<file path="src/rtl/prio_arbiter_ctrl.sv">
// prio_arbiter_ctrl: sequential 8-requester arbiter for one shared resource.
// Grants are held while the owner keeps requesting, up to MAX_HOLD cycles,
// then forcibly released; a forcibly released client is masked at the next
// arbitration unless it is the only requester. Every grant is followed by at
// least one cycle with no grant.
//
// Selection order:
//   default                  fixed priority, client 7 highest down to client 0
//   PRIO_ARB_ROUND_ROBIN_EN  rotating priority, after granting k the order is
//                            k-1, k-2, ..., 0, 7, ..., k
//
// Ports:
//   clk        rising-edge clock
//   rst_n      asynchronous active-low reset
//   req[7:0]   request vector, bit i high = client i wants/uses the resource
//   gnt[7:0]   one-hot grant (registered)
//   gnt_idx    binary index of the owner, valid while gnt_valid=1 (registered)
//   gnt_valid  any grant active, equals OR of gnt (registered)
//   timeout    one-cycle pulse in the first idle cycle after a forced release
module prio_arbiter_ctrl #(
    parameter int unsigned MAX_HOLD = 16
) (
    input  logic       clk,
    input  logic       rst_n,
    input  logic [7:0] req,
    output logic [7:0] gnt,
    output logic [2:0] gnt_idx,
    output logic       gnt_valid,
    output logic       timeout
);

    localparam int unsigned N_REQ  = 8;
    localparam int unsigned IDX_W  = 3;
    localparam int unsigned CNT_W  = 8;

    typedef enum logic [0:0] {
        IDLE  = 1'b0,
        GRANT = 1'b1
    } state_t;

    state_t             state;
    logic [CNT_W-1:0]   hold_cnt;
    logic [IDX_W-1:0]   last_idx;
    logic               mask_vld;
    logic [IDX_W-1:0]   mask_idx;

    logic [N_REQ-1:0]   others;
    logic [N_REQ-1:0]   eff;
    logic [IDX_W-1:0]   win_idx;
    logic               win_found;
    logic [IDX_W-1:0]   cand;

    // Effective request and winner selection for the IDLE state.
    always_comb begin
        others    = req & ~(N_REQ'(1) << mask_idx);
        // The ousted client is skipped only when someone else is waiting.
        eff       = (mask_vld && (|others)) ? others : req;
        win_idx   = '0;
        win_found = 1'b0;
        cand      = '0;
`ifdef PRIO_ARB_ROUND_ROBIN_EN
        // Walk downward starting just below the last owner; j=8 lands on it.
        for (int j = 1; j <= 8; j++) begin
            cand = IDX_W'(last_idx - IDX_W'(j));
            if (!win_found && eff[cand]) begin
                win_found = 1'b1;
                win_idx   = cand;
            end
        end
`else
        for (int i = 7; i >= 0; i--) begin
            if (!win_found && eff[i]) begin
                win_found = 1'b1;
                win_idx   = IDX_W'(i);
            end
        end
`endif
    end

    // Arbitration state machine with registered outputs.
    always_ff @(posedge clk or negedge rst_n) begin
        if (!rst_n) begin
            state     <= IDLE;
            gnt       <= '0;
            gnt_idx   <= '0;
            gnt_valid <= 1'b0;
            timeout   <= 1'b0;
            hold_cnt  <= '0;
            last_idx  <= '0;
            mask_vld  <= 1'b0;
            mask_idx  <= '0;
        end else begin
            timeout <= 1'b0;
            case (state)
                IDLE: begin
                    last_idx <= win_found ? win_idx : last_idx;
                    if (win_found) begin
                        state     <= GRANT;
                        gnt       <= N_REQ'(1) << win_idx;
                        gnt_idx   <= win_idx;
                        gnt_valid <= 1'b1;
                        hold_cnt  <= CNT_W'(1);
                        mask_vld  <= 1'b0;
                    end
                end
                GRANT: begin
                    if (!req[gnt_idx]) begin
                        // Normal release takes precedence over the hold limit.
                        state     <= IDLE;
                        gnt       <= '0;
                        gnt_valid <= 1'b0;
                        hold_cnt  <= '0;
                    end else if (hold_cnt == CNT_W'(MAX_HOLD)) begin
                        state     <= IDLE;
                        gnt       <= '0;
                        gnt_valid <= 1'b0;
                        hold_cnt  <= '0;
                        timeout   <= 1'b1;
                        mask_vld  <= 1'b1;
                        mask_idx  <= gnt_idx;
                    end else begin
                        hold_cnt <= hold_cnt + CNT_W'(1);
                    end
                end
            endcase
        end
    end

endmodule
</file>
<file path="config.mk">
export PLATFORM = sky130hd
export DESIGN_NAME = prio_arbiter_ctrl
export DESIGN_NICKNAME = d
export VERILOG_FILES = /design/src/rtl/prio_arbiter_ctrl.sv
export SDC_FILE = /design/constraint.sdc
export NUM_CORES = 1
export LEC_CHECK = 0
export BUFFER_PORTS_ARGS = -buffer_cell sky130_fd_sc_hd__buf_2
export CELL_PAD_IN_SITES_DETAIL_PLACEMENT = 1
export CELL_PAD_IN_SITES_GLOBAL_PLACEMENT = 2
export CORE_ASPECT_RATIO = 0.6
export CORE_MARGIN = 4
export CORE_UTILIZATION = 32
export DETAILED_ROUTE_END_ITERATION = 10
export PLACE_DENSITY = 0.71
export SETUP_SLACK_MARGIN = 0.1
export SLEW_MARGIN = 20
export SYNTH_ARGS = -nofsm -noshare
export SYNTH_HDL_FRONTEND = slang
export SYNTH_SLANG_ARGS = --single-unit
</file>
<file path="constraint.sdc">
create_clock -name clk -period 2.32 [get_ports clk]
set_clock_uncertainty 0.05 [all_clocks]
set_input_delay 0.116 -clock clk [delete_from_list [all_inputs] [get_ports clk]]
set_output_delay 0.116 -clock clk [all_outputs]
set_load 0.01 [all_outputs]
</file>
Word-level counts from Yosys, hierarchy flattened
Cells that the tools add are included.

storage, ports and cells
  output and inout port bits = 13
  register bits = 26

operators by class
  bitwise gates (word level) = 3
  $lt $le $gt $ge = 1
  reductions and logical operators = 20
  add/subtract/negate cells = 1
  eq/ne operators = 5
  muxes and demuxes = 42
  shift-type cells = 2

operators by type and width
  operator                                                                  count
  8-bit 2-to-1 mux                                                          7
  8-bit one-hot mux with 2 select lines                                     2
  3-bit 2-to-1 mux                                                          8
  1-bit 2-to-1 mux                                                          21
  1-bit by 3-bit << shifter with 8-bit output (first input constant)        2
  8-bit by 1-bit adder with 8-bit output (second input constant)            1
  8-bit AND                                                                 1
  8-bit by 5-bit equality test with 1-bit output (second input constant)    1
  1-bit logical AND                                                         8
  8-bit NOT                                                                 1
  8-bit OR reduction                                                        1
  1-bit logical NOT                                                         7
  1-bit one-hot mux with 2 select lines                                     3
  3-bit AND reduction                                                       2
  3-bit by 4-bit < comparator with 1-bit output (second input constant)     1
  2-bit by 1-bit inequality test with 1-bit output (second input constant)  2
  2-bit AND reduction                                                       2
  1-bit binary-select mux with 3-bit select                                 1
  3-bit by 2-bit inequality test with 1-bit output (second input constant)  1
  2-bit inequality test (second input constant)                             1
  1-bit NOT                                                                 1

Logic depth before layout (Yosys ltp)
Gate-level depths: netlist (run 1).

  depth in word-level cells = 31
  gate-level depth with buffers = 9
  depth with buffers taken out = 8

Worst setup path before layout (run 1)
No wires, ideal clock.

  path kind = register to register
  start point = register mask_idx[2]
  end point = register gnt_idx[0]
  setup slack = -0.049 ns
  clock period less this slack = 2.369 ns
  setup time = 0.125 ns
  cell stages (with the launch flop) = 9
  required time = 2.145 ns
  arrival = 2.194 ns
  cell sequence = dfrtp_1 > buf_6 > and4b_4 > nor3_2 > o41ai_2 > o32a_2 > nor3_4 > a21oi_2 > mux2_4

between the ends
  longest elaborated chain between the ends = 29

RTL lines
  element                                          RTL line  source
  start: declaration                               45        logic [IDX_W-1:0] mask_idx;
  start signal: assignment                         120       mask_idx <= gnt_idx;
  1-bit by 3-bit << shifter with 8-bit output (*)  55        others = req & ~(N_REQ'(1) << mask_idx);
  8-bit NOT (*)                                    55
  8-bit AND (*)                                    55
  8-bit OR reduction                               57        eff = (mask_vld && (|others)) ? others : req;
  1-bit logical AND                                57
  8-bit 2-to-1 mux (*)                             57
  1-bit 2-to-1 mux                                 72        if (!win_found && eff[i]) begin
  1-bit logical NOT                                72
  [... 13 more ...]                                n/a
  1-bit 2-to-1 mux                                 72
  1-bit logical NOT                                72
  1-bit logical AND                                72
  1-bit 2-to-1 mux                                 72
  1-bit logical NOT                                72
  1-bit logical AND                                72
  1-bit 2-to-1 mux                                 72
  2-bit AND reduction (no source line)             n/a
  end signal: assignment                           100       gnt_idx <= win_idx;
  end: declaration                                 27        output logic [2:0] gnt_idx,

Mark *: on every way between the ends. The rest lies on a longest branch, timed or not.
A chain may end at the register's enable or synchronous reset.

Worst setup path in the final report (run 1)
  start point = register mask_idx[2]
  end point = register gnt_idx[1]

Same word-level chain as after synthesis.

==> results of run 1 <==
-- timing repair --
action,4_1_cts,5_1_grt
endpoints found under the setup margin,22,22
buffers inserted,5,3
endpoints found under the hold margin,26,0
hold buffers,1,0
resized for setup,18,18
cloned,1,0
pin swaps,3,12
-- registers in the layout, summed over array words and instances, names as in the netlist --
name,flops
mask_idx,3
state,1
gnt_idx,3
mask_vld,1
gnt_valid,1
hold_cnt,8
gnt,8
timeout,1
-- metal layers --
metal / part of all wire, % / routed length, um
met5: 0 / 0
met1: 49 / 2480
met3: 6.5 / 329
met2: 44 / 2220
met4: 0.63 / 32
-- report_power, final --
part	internal, W	switching [W]	leakage (nW)
Sequential	0.000536	0.0000924	0.337
Combinational	0.000401	0.000451	0.676
Clock	0.000116	0.000140	0.0216
-- cell families (layout without fill, tap and decap cells) --
| group | after synthesis | after routing |
|---|---|---|
| and+or+nand+nor | 64 | 64 |
| AOI/OAI and AO/OA | 41 | 42 |
| DFF | 26 | 26 |
| buffers and inverters | 24 | 75 |
| muxes | 15 | 15 |
| adders and majority gates | 2 | 2 |
-- cells in the final DEF, fill, tap and decap left out, types with 2 or more instances in the layout --
cell type,Yosys,final
buf_2,1,22
o21ai_0,2,2
mux4_2,2,2
and3_1,4,4
a21oi_4,1,3
a21o_1,3,3
buf_6,1,4
nand3_1,11,10
or4_4,2,2
nor2b_1,6,5
and2b_2,2,2
clkbuf_8,0,3
o22ai_1,5,4
a31oi_4,1,4
buf_4,3,27
mux2i_2,0,2
a21oi_1,8,7
mux2_2,4,4
nor2_1,9,9
mux2i_1,8,6
ha_1,2,2
nor4_4,0,2
dfrtp_2,0,3
o32a_1,2,2
o21ai_1,3,2
dfrtp_1,26,23
inv_1,17,17
nor3_4,1,3
or2_2,2,2
nand2_1,15,14
-- cells in the mapped netlist (4+ instances only) --
library cell	count	area share (%)
mux2_2	4	2.7
mux2i_1	8	4.7
nor2b_1	6	2.2
dfrtp_1	26	38
a21oi_1	8	2.4
nand2_1	15	3.3
and3_1	4	1.5
o22ai_1	5	1.9
nor2_1	9	2.0
nand3_1	11	3.3
inv_1	17	3.8
-- worst register-to-register path, delay by kind of cell, from the launching register on --
| family | cells | cell delay, ns |
|---|---|---|
| mux | 1 | 0.30 |
| compound gates | 5 | 0.99 |
| simple gates | 1 | 0.22 |
| buf+inv | 2 | 0.30 |
| flops | 1 | 0.51 |
-- layout make-up --
type / count / share of cell area [%]
Tap cell: 66 / 3.48
Inverter: 17 / 2.69
Timing Repair Buffer: 55 / 16.3
Clock buffer: 3 / 1.74
Multi-Input combinational cell: 123 / 48.2
Sequential cell: 26 / 27.6
-- final timing paths --
kind                                  start           to
worst max register to register  mask_idx[2]   gnt_idx[1]
min in group asynchronous             rst_n       gnt[3]
worst min-delay path                 req[3]       gnt[2]
worst max-delay path            mask_idx[2]   gnt_idx[1]
max in group asynchronous             rst_n  mask_idx[0]
worst min register to register  hold_cnt[3]  hold_cnt[3]
-- stage by stage --
stage | hold WS [ns] | cells | area (um2) | util [%]
after floorplan | -0.230 | 172 | 1700 | -
after global placement | 0.0991 | 278 | 2050 | 40.3
after detailed placement | 0.113 | 278 | 2050 | 40.3
after CTS | 0.262 | 287 | 2240 | 44.0
after global routing | 0.295 | 290 | 2370 | 46.7
final | 0.276 | 290 | 2370 | 46.7
==> summary.md, run 1 <==
| Metric | Value |
|---|---|
| Outcome | complete, but fails checks |
| Failing checks | negative setup slack |
| Post-route clock period utilization | 105% |
| WHS Path Cells | 4 |
| Reg area | 654 um2 |
| Global route overflow | 0 |
| Post-DRT Antenna Nets | 0 |
| H-tree level count | 1 |
| Hold Violations, Final | 0 |
| Gr busiest metal | met2 |
| Antenna violations before repair | 0 |
| TritonRoute pass-1 iters | 4 |
| Number of synthesized flops with an enable pin | 0 |
| GRT Util Overall | 17.0% |
| R2R Setup Slk | -0.11 ns |
| WS Path Type | reg -> reg |
| Fillers | 565 |
| Die Wd | between 100 and 150 um |
| Worst setup EP type | register |
| Adder-cell share of the synthesized area | under 10% |
| CTS Buf Count | 3 |
| CP required | around 2.5 ns |
| Multiplexer area fraction after synthesis | 11.0% |
| M1 GR Usage | around 24% |
| FMAX | 0.411 GHz |
| Share of cells above drive strength 1 | between 40 and 50% |
| CP max stage cell | dfrtp_2 |
| Clock Pin Slew Worst Setup and Hold Paths | 0.09 ns |
| Pin count of the biggest net entering global routing | 27 |
| # DRC | 0 |
| Antenna diodes | 0 |
| Clk buf depth | 2 |
| Levels on crit path | 9 |
| Worst EP arrival | 2.59 ns |
| CP Launch Type | register |
| Rel. slew slack | roughly 61% |
| Slew Viols, Final | 0 |
| Peak VDD IR | 447 uV |
| Starting Density | around a third |
| FP Rows | 20 |
| Simple-gate share of the synthesized area | between 20 and 25% |
| Worst-Margin Slew | roughly 0.59 ns |
| Layout area overhead | 40.4% |
| Setup TNS | -1.47 ns |
| Global-route wire length before repair | between 8 and 9 mm |
| XOR/XNOR Fraction of Synth Area | 0% |
| Unique masters post-synth | 52 |
| Routability cong. | ~0.82 |
| Cells after synthesis | around 170 |
| Pre-CTS setup slack | -0.171 ns |
| Syn avg cell area | ~10 um2 |
| Vias per cell | around 5.3 |
| Clock Sinks | 26 |
| Buf/Inv on CP | 2 |
| HPWL Detailed | 3.78 mm |
| Met2 usage | between 20% and 30% |
| CP most frequent cell | buf_4 |
| IO buf count | 22 |
| Sequential area share after synthesis | about two fifths |
| Synthesized cell area | between 1500 and 2000 um2 |
| Met3 usage | approximately 6.7% |
| RSZ-0062 raised after global routing | true |
| Via count | between 1,500 and 2,000 |
| Tot Pwr | 0.00174 W |
| Final min period | roughly 2.4 ns |
| Worst Path Max Fanout | 7 |
| Max-cap violations | 0 |
| Compound-Gate Fraction of Synth Area | slightly below 20% |
| CTS tree | yes |
| Syn nets | about 180 |
| CP cell instances | mux2i_2 > a31oi_4 > o41ai_4 > buf_4 > o32a_4 > buf_4 > and2b_2 > o21ai_2 > o21a_1 |
| Fin nets | around 240 |
| Total wire length | 5.06 mm |
| Vias in the first global route | between 1,500 and 2,000 |
| Detailed Route Iter0 Violations | between 80 and 90 |
| Synth warn | 0 |
| Power Density | approximately 730 nW/um2 |
| Footprint of the multi-input gates | ~1100 um2 |
| Final setup vio count | 20 |
| Min-Delay Path Class | in -> reg |
| Io pins | 23 |
| Async S/R FF share, synth | 100% |
| Slowest stage delay, CP | slightly above 0.5 ns |
| Crit path max-delay family | compound AO/OA/AOI/OAI gates |
| Top_reg_cell synth | dfrtp_1 |
| Die Y-Extent | between 60 and 70 um |
| Die Footprint | 6550 um2 |
| Largest family of logic cells by synthesized area | simple AND/OR/NAND/NOR gates |
| Core Area | ~5000 um2 |
| FF-to-FF path depth | 9 |
| Routed WL per cell | about 17 um |
| Clk root buf | clkbuf_8 |
| Final WS setup | -0.115 ns |
| Worst-Skew Late Latency | approximately 0.27 ns |
| Flops & latches, synth | 26 |
| Leakage | 1.03 nW |
(Power assumes the default switching activity.)
==> inputs of run 2 (changes only) <==
--- a/config.mk
+++ b/config.mk
@@ -9,7 +9,7 @@
 export CELL_PAD_IN_SITES_DETAIL_PLACEMENT = 1
 export CELL_PAD_IN_SITES_GLOBAL_PLACEMENT = 2
 export CORE_ASPECT_RATIO = 0.6
-export CORE_MARGIN = 4
+export CORE_MARGIN = 1.5
 export CORE_UTILIZATION = 32
 export DETAILED_ROUTE_END_ITERATION = 10
 export PLACE_DENSITY = 0.71
==> run 2 against run 1 <==
  * The run still ends with negative setup slack left
  * Worst setup slack lost 0.081 ns
  * Final area increased by 3.0%
  * Via count up 0.45%
  * Die area fell by 12%
  * Clock power up 50%
  * Critical endpoint is now gnt_idx[0]
  * Largest power group unchanged
  * Highest routed layer unchanged
==> summary.md, run 2 (synthesized netlist as in run 1, its figures left out) <==
| Metric | Value |
|---|---|
| Outcome | complete, but fails checks |
| Failing checks | negative setup slack |
| Most common cell after layout, fill and taps aside | dfrtp_1 |
| IO buf count | 22 (unchanged) |
| Global-route wire length before repair | 8.68 mm (-0.79%) |
| Worst Path Max Fanout | 7 (unchanged) |
| Non-filler instance count after layout | 290 (unchanged) |
| Share of cells above drive strength 1 | 52.2% (+5.4 points) |
| Hold Violations, Final | 0 (unchanged) |
| Buf/Inv on CP | 2 (unchanged) |
| Global route overflow | 0 (unchanged) |
| Switch Pwr | 0.000694 W (+1.6%) |
| Via count | 1,553 (+0.45%) |
| Starting Density | 33.3% (unchanged) |
| Antenna violations before repair | 0 (unchanged) |
| H-tree level count | 1 (unchanged) |
| Final hold slack | 0.276 ns (+0.000173 ns) |
| Most frequent cells in the layout | dfrtp_1, buf_2, buf_4 |
| CP cell instances | nor4bb_4 > nor3_4 > o41ai_4 > buf_4 > buf_6 > nor3_2 > a311oi_2 > a21o_1 > mux2_4 |
| RSZ-0062 raised after global routing | true |
| CP required | 2.50 ns (+0.02 ns) |
| CP Launch Type | register |
| FMAX | 0.397 GHz (-3.2%) |
| Layout area overhead | 44.6% |
| FP Rows | 20 (unchanged) |
| Min-Delay Path Class | in -> reg |
| Core Area | 5080 um2 (unchanged) |
| Max-cap violations | 0 (unchanged) |
| Worst Setup SP | mask_idx[2] |
| Setup TNS | -2.03 ns (-0.562 ns) |
| Pin count of the biggest net entering global routing | 27 (unchanged) |
| Slowest stage delay, CP | 0.51 ns (about the same) |
| Worst-Skew Late Latency | 0.28 ns (about the same) |
| Combinational fraction of design power | 45.5% (-3.5 points) |
| CTS Buf Count | 3 (unchanged) |
| Io pins | 23 (unchanged) |
| Routability cong. | 0.840 (+2.5%) |
| Die Y-Extent | 59.3 um (-7.8%) |
| Clk root buf | clkbuf_8 |
| Slew Viols, Final | 0 (unchanged) |
| Total wire length | 5.50 mm (+8.6%) |
| Clock share of power | 20.6% (+5.8 points) |
| Crit path max-delay family | compound AO/OA/AOI/OAI gates |
| # DRC | 0 (unchanged) |
| Placement Cell Area | 2030 um2 (-1.1%) |
| Fin nets | 237 (-0.42%) |
| Sw Share | 37.3% (-2.0 points) |
| Fin area | 2440 um2 (+3.0%) |
| Vias in the first global route | 1,603 (-2.1%) |
| Final setup vio count | 22 (+10%) |
| Final WS setup | -0.196 ns (-0.0809 ns) |
| HPWL Detailed | 3.61 mm (-4.6%) |
| Pre-CTS setup slack | -0.262 ns (-0.0903 ns) |
| Die Footprint | 5740 um2 (-12%) |
| Vias per cell | 5.36 (+0.45%) |
| Hold Path Origin | req[3] |
| Sequential group share of total power | 33.8% (-2.4 points) |
| Fillers | 586 (+3.7%) |
| Routed WL per cell | 19.0 um (+8.6%) |
| Leakage | 1.07 nW (+2.9%) |
| Worst-Margin Slew | 0.598 ns (+0.00694 ns) |
| Final min period | 2.52 ns (+0.0809 ns) |
| Post-route clock period utilization | 108% (+3.5 points) |
| Antenna diodes | 0 (unchanged) |
| Rel. slew slack | 60.2% (-0.46 points) |
| Worst EP arrival | 2.70 ns (+0.11 ns) |
| Post-DRT Antenna Nets | 0 (unchanged) |
| Worst setup EP type | register |
| Clock Sinks | 26 (unchanged) |
| TritonRoute pass-1 iters | 4 (unchanged) |
| CP max stage cell | dfrtp_2 |
| Placed Instances | 275 (-1.1%) |
| Largest registers | gnt: 8 flops, hold_cnt: 8 flops |
| Detailed Route Iter0 Violations | 54 (-35%) |
| WS Path Type | reg -> reg |
| Clock Pin Slew Worst Setup and Hold Paths | 0.10 ns (about the same) |
| Clk buf depth | 2 (unchanged) |
| Die Wd | 96.8 um (-4.9%) |
| FF-to-FF Start | mask_idx[2] |
| Peak VDD IR | 489 uV (+9.5%) |
| GRT Util Overall | 19.5% (+2.5 points) |
| Power Density | 761 nW/um2 (+4.0%) |
| Int Pwr | 0.00117 W (+11%) |
| CTS tree | yes |
-- run 2: changes by cell type in the layout (fill, tap and decap cells not counted), sizes merged --
cell    before  now
buf         54   53
bufinv       0    1
-- run 2: cell type report --
type	count	area [um2]	area share, %
clock buffers	3	41.3	1.69
clock inverters	1	30.0	1.23
inverters	17	63.8	2.61
multi-input cells	123	1180	48.2
flip-flops and latches	26	654	26.8
well taps	66	82.6	3.38
repair buffers	54	395	16.2
-- run 2: metrics by stage --
stage | utilization [%] | power (W)
final | 48.1 | 0.00186
after floorplan | - | 0.00105
after global routing | 48.1 | 0.00197
after global placement | 39.9 | 0.00132
after detailed placement | 39.9 | 0.00133
after CTS | 45.1 | 0.00179
-- run 2: worst paths after layout --
kind / to / slack [ns] / depth (start not counted)
setup / recovery: gnt_idx[0] / -0.20 / 9
hold / removal: gnt[2] / 0.28 / 4
setup reg to reg: gnt_idx[0] / -0.20 / 9
hold reg to reg: gnt_valid / 0.47 / 2
max in group asynchronous: mask_idx[0] / 1.47 / 2
min in group asynchronous: gnt[4] / 0.31 / 2
-- run 2: routing by layer --
| layer | global-route usage [%] | wire length, um | vias up |
|---|---|---|---|
| met1 | 26.8 | 2570 | 783 |
| met3 | 3.42 | 168 | 4 |
| met4 | 4.14 | 46 | 0 |
| li1 | - | - | 738 |
| met5 | 0 | 0 | - |
| met2 | 32.7 | 2720 | 28 |
-- run 2: worst register-to-register path, stage by stage, from the launching register on --
cell and delay [ns]:
dfrtp_2 0.51, nor4bb_4 0.38, nor3_4 0.10, o41ai_4 0.42, buf_4 0.19, buf_6 0.11
nor3_2 0.05, a311oi_2 0.34, a21o_1 0.20, mux2_4 0.14
-- run 2: power groups by stage --
stage	logic (W)	registers (W)	clock network, W
floorplan	0.000419	0.000634	0
global placement	0.000684	0.000636	0
detailed placement	0.000698	0.000636	0
CTS	0.000767	0.000629	0.000390
global route	0.000919	0.000643	0.000411
finish	0.000847	0.000629	0.000384
-- run 2: repair_timing --
| action | CTS | global route |
|---|---|---|
| pin swaps | 10 | 19 |
| setup buffers | 7 | 3 |
| hold buffers | 1 | 0 |
| endpoints found under the setup margin | 22 | 25 |
| hold endpoints to repair | 26 | 0 |
| gates cloned | 1 | 0 |
| resized for setup | 22 | 28 |
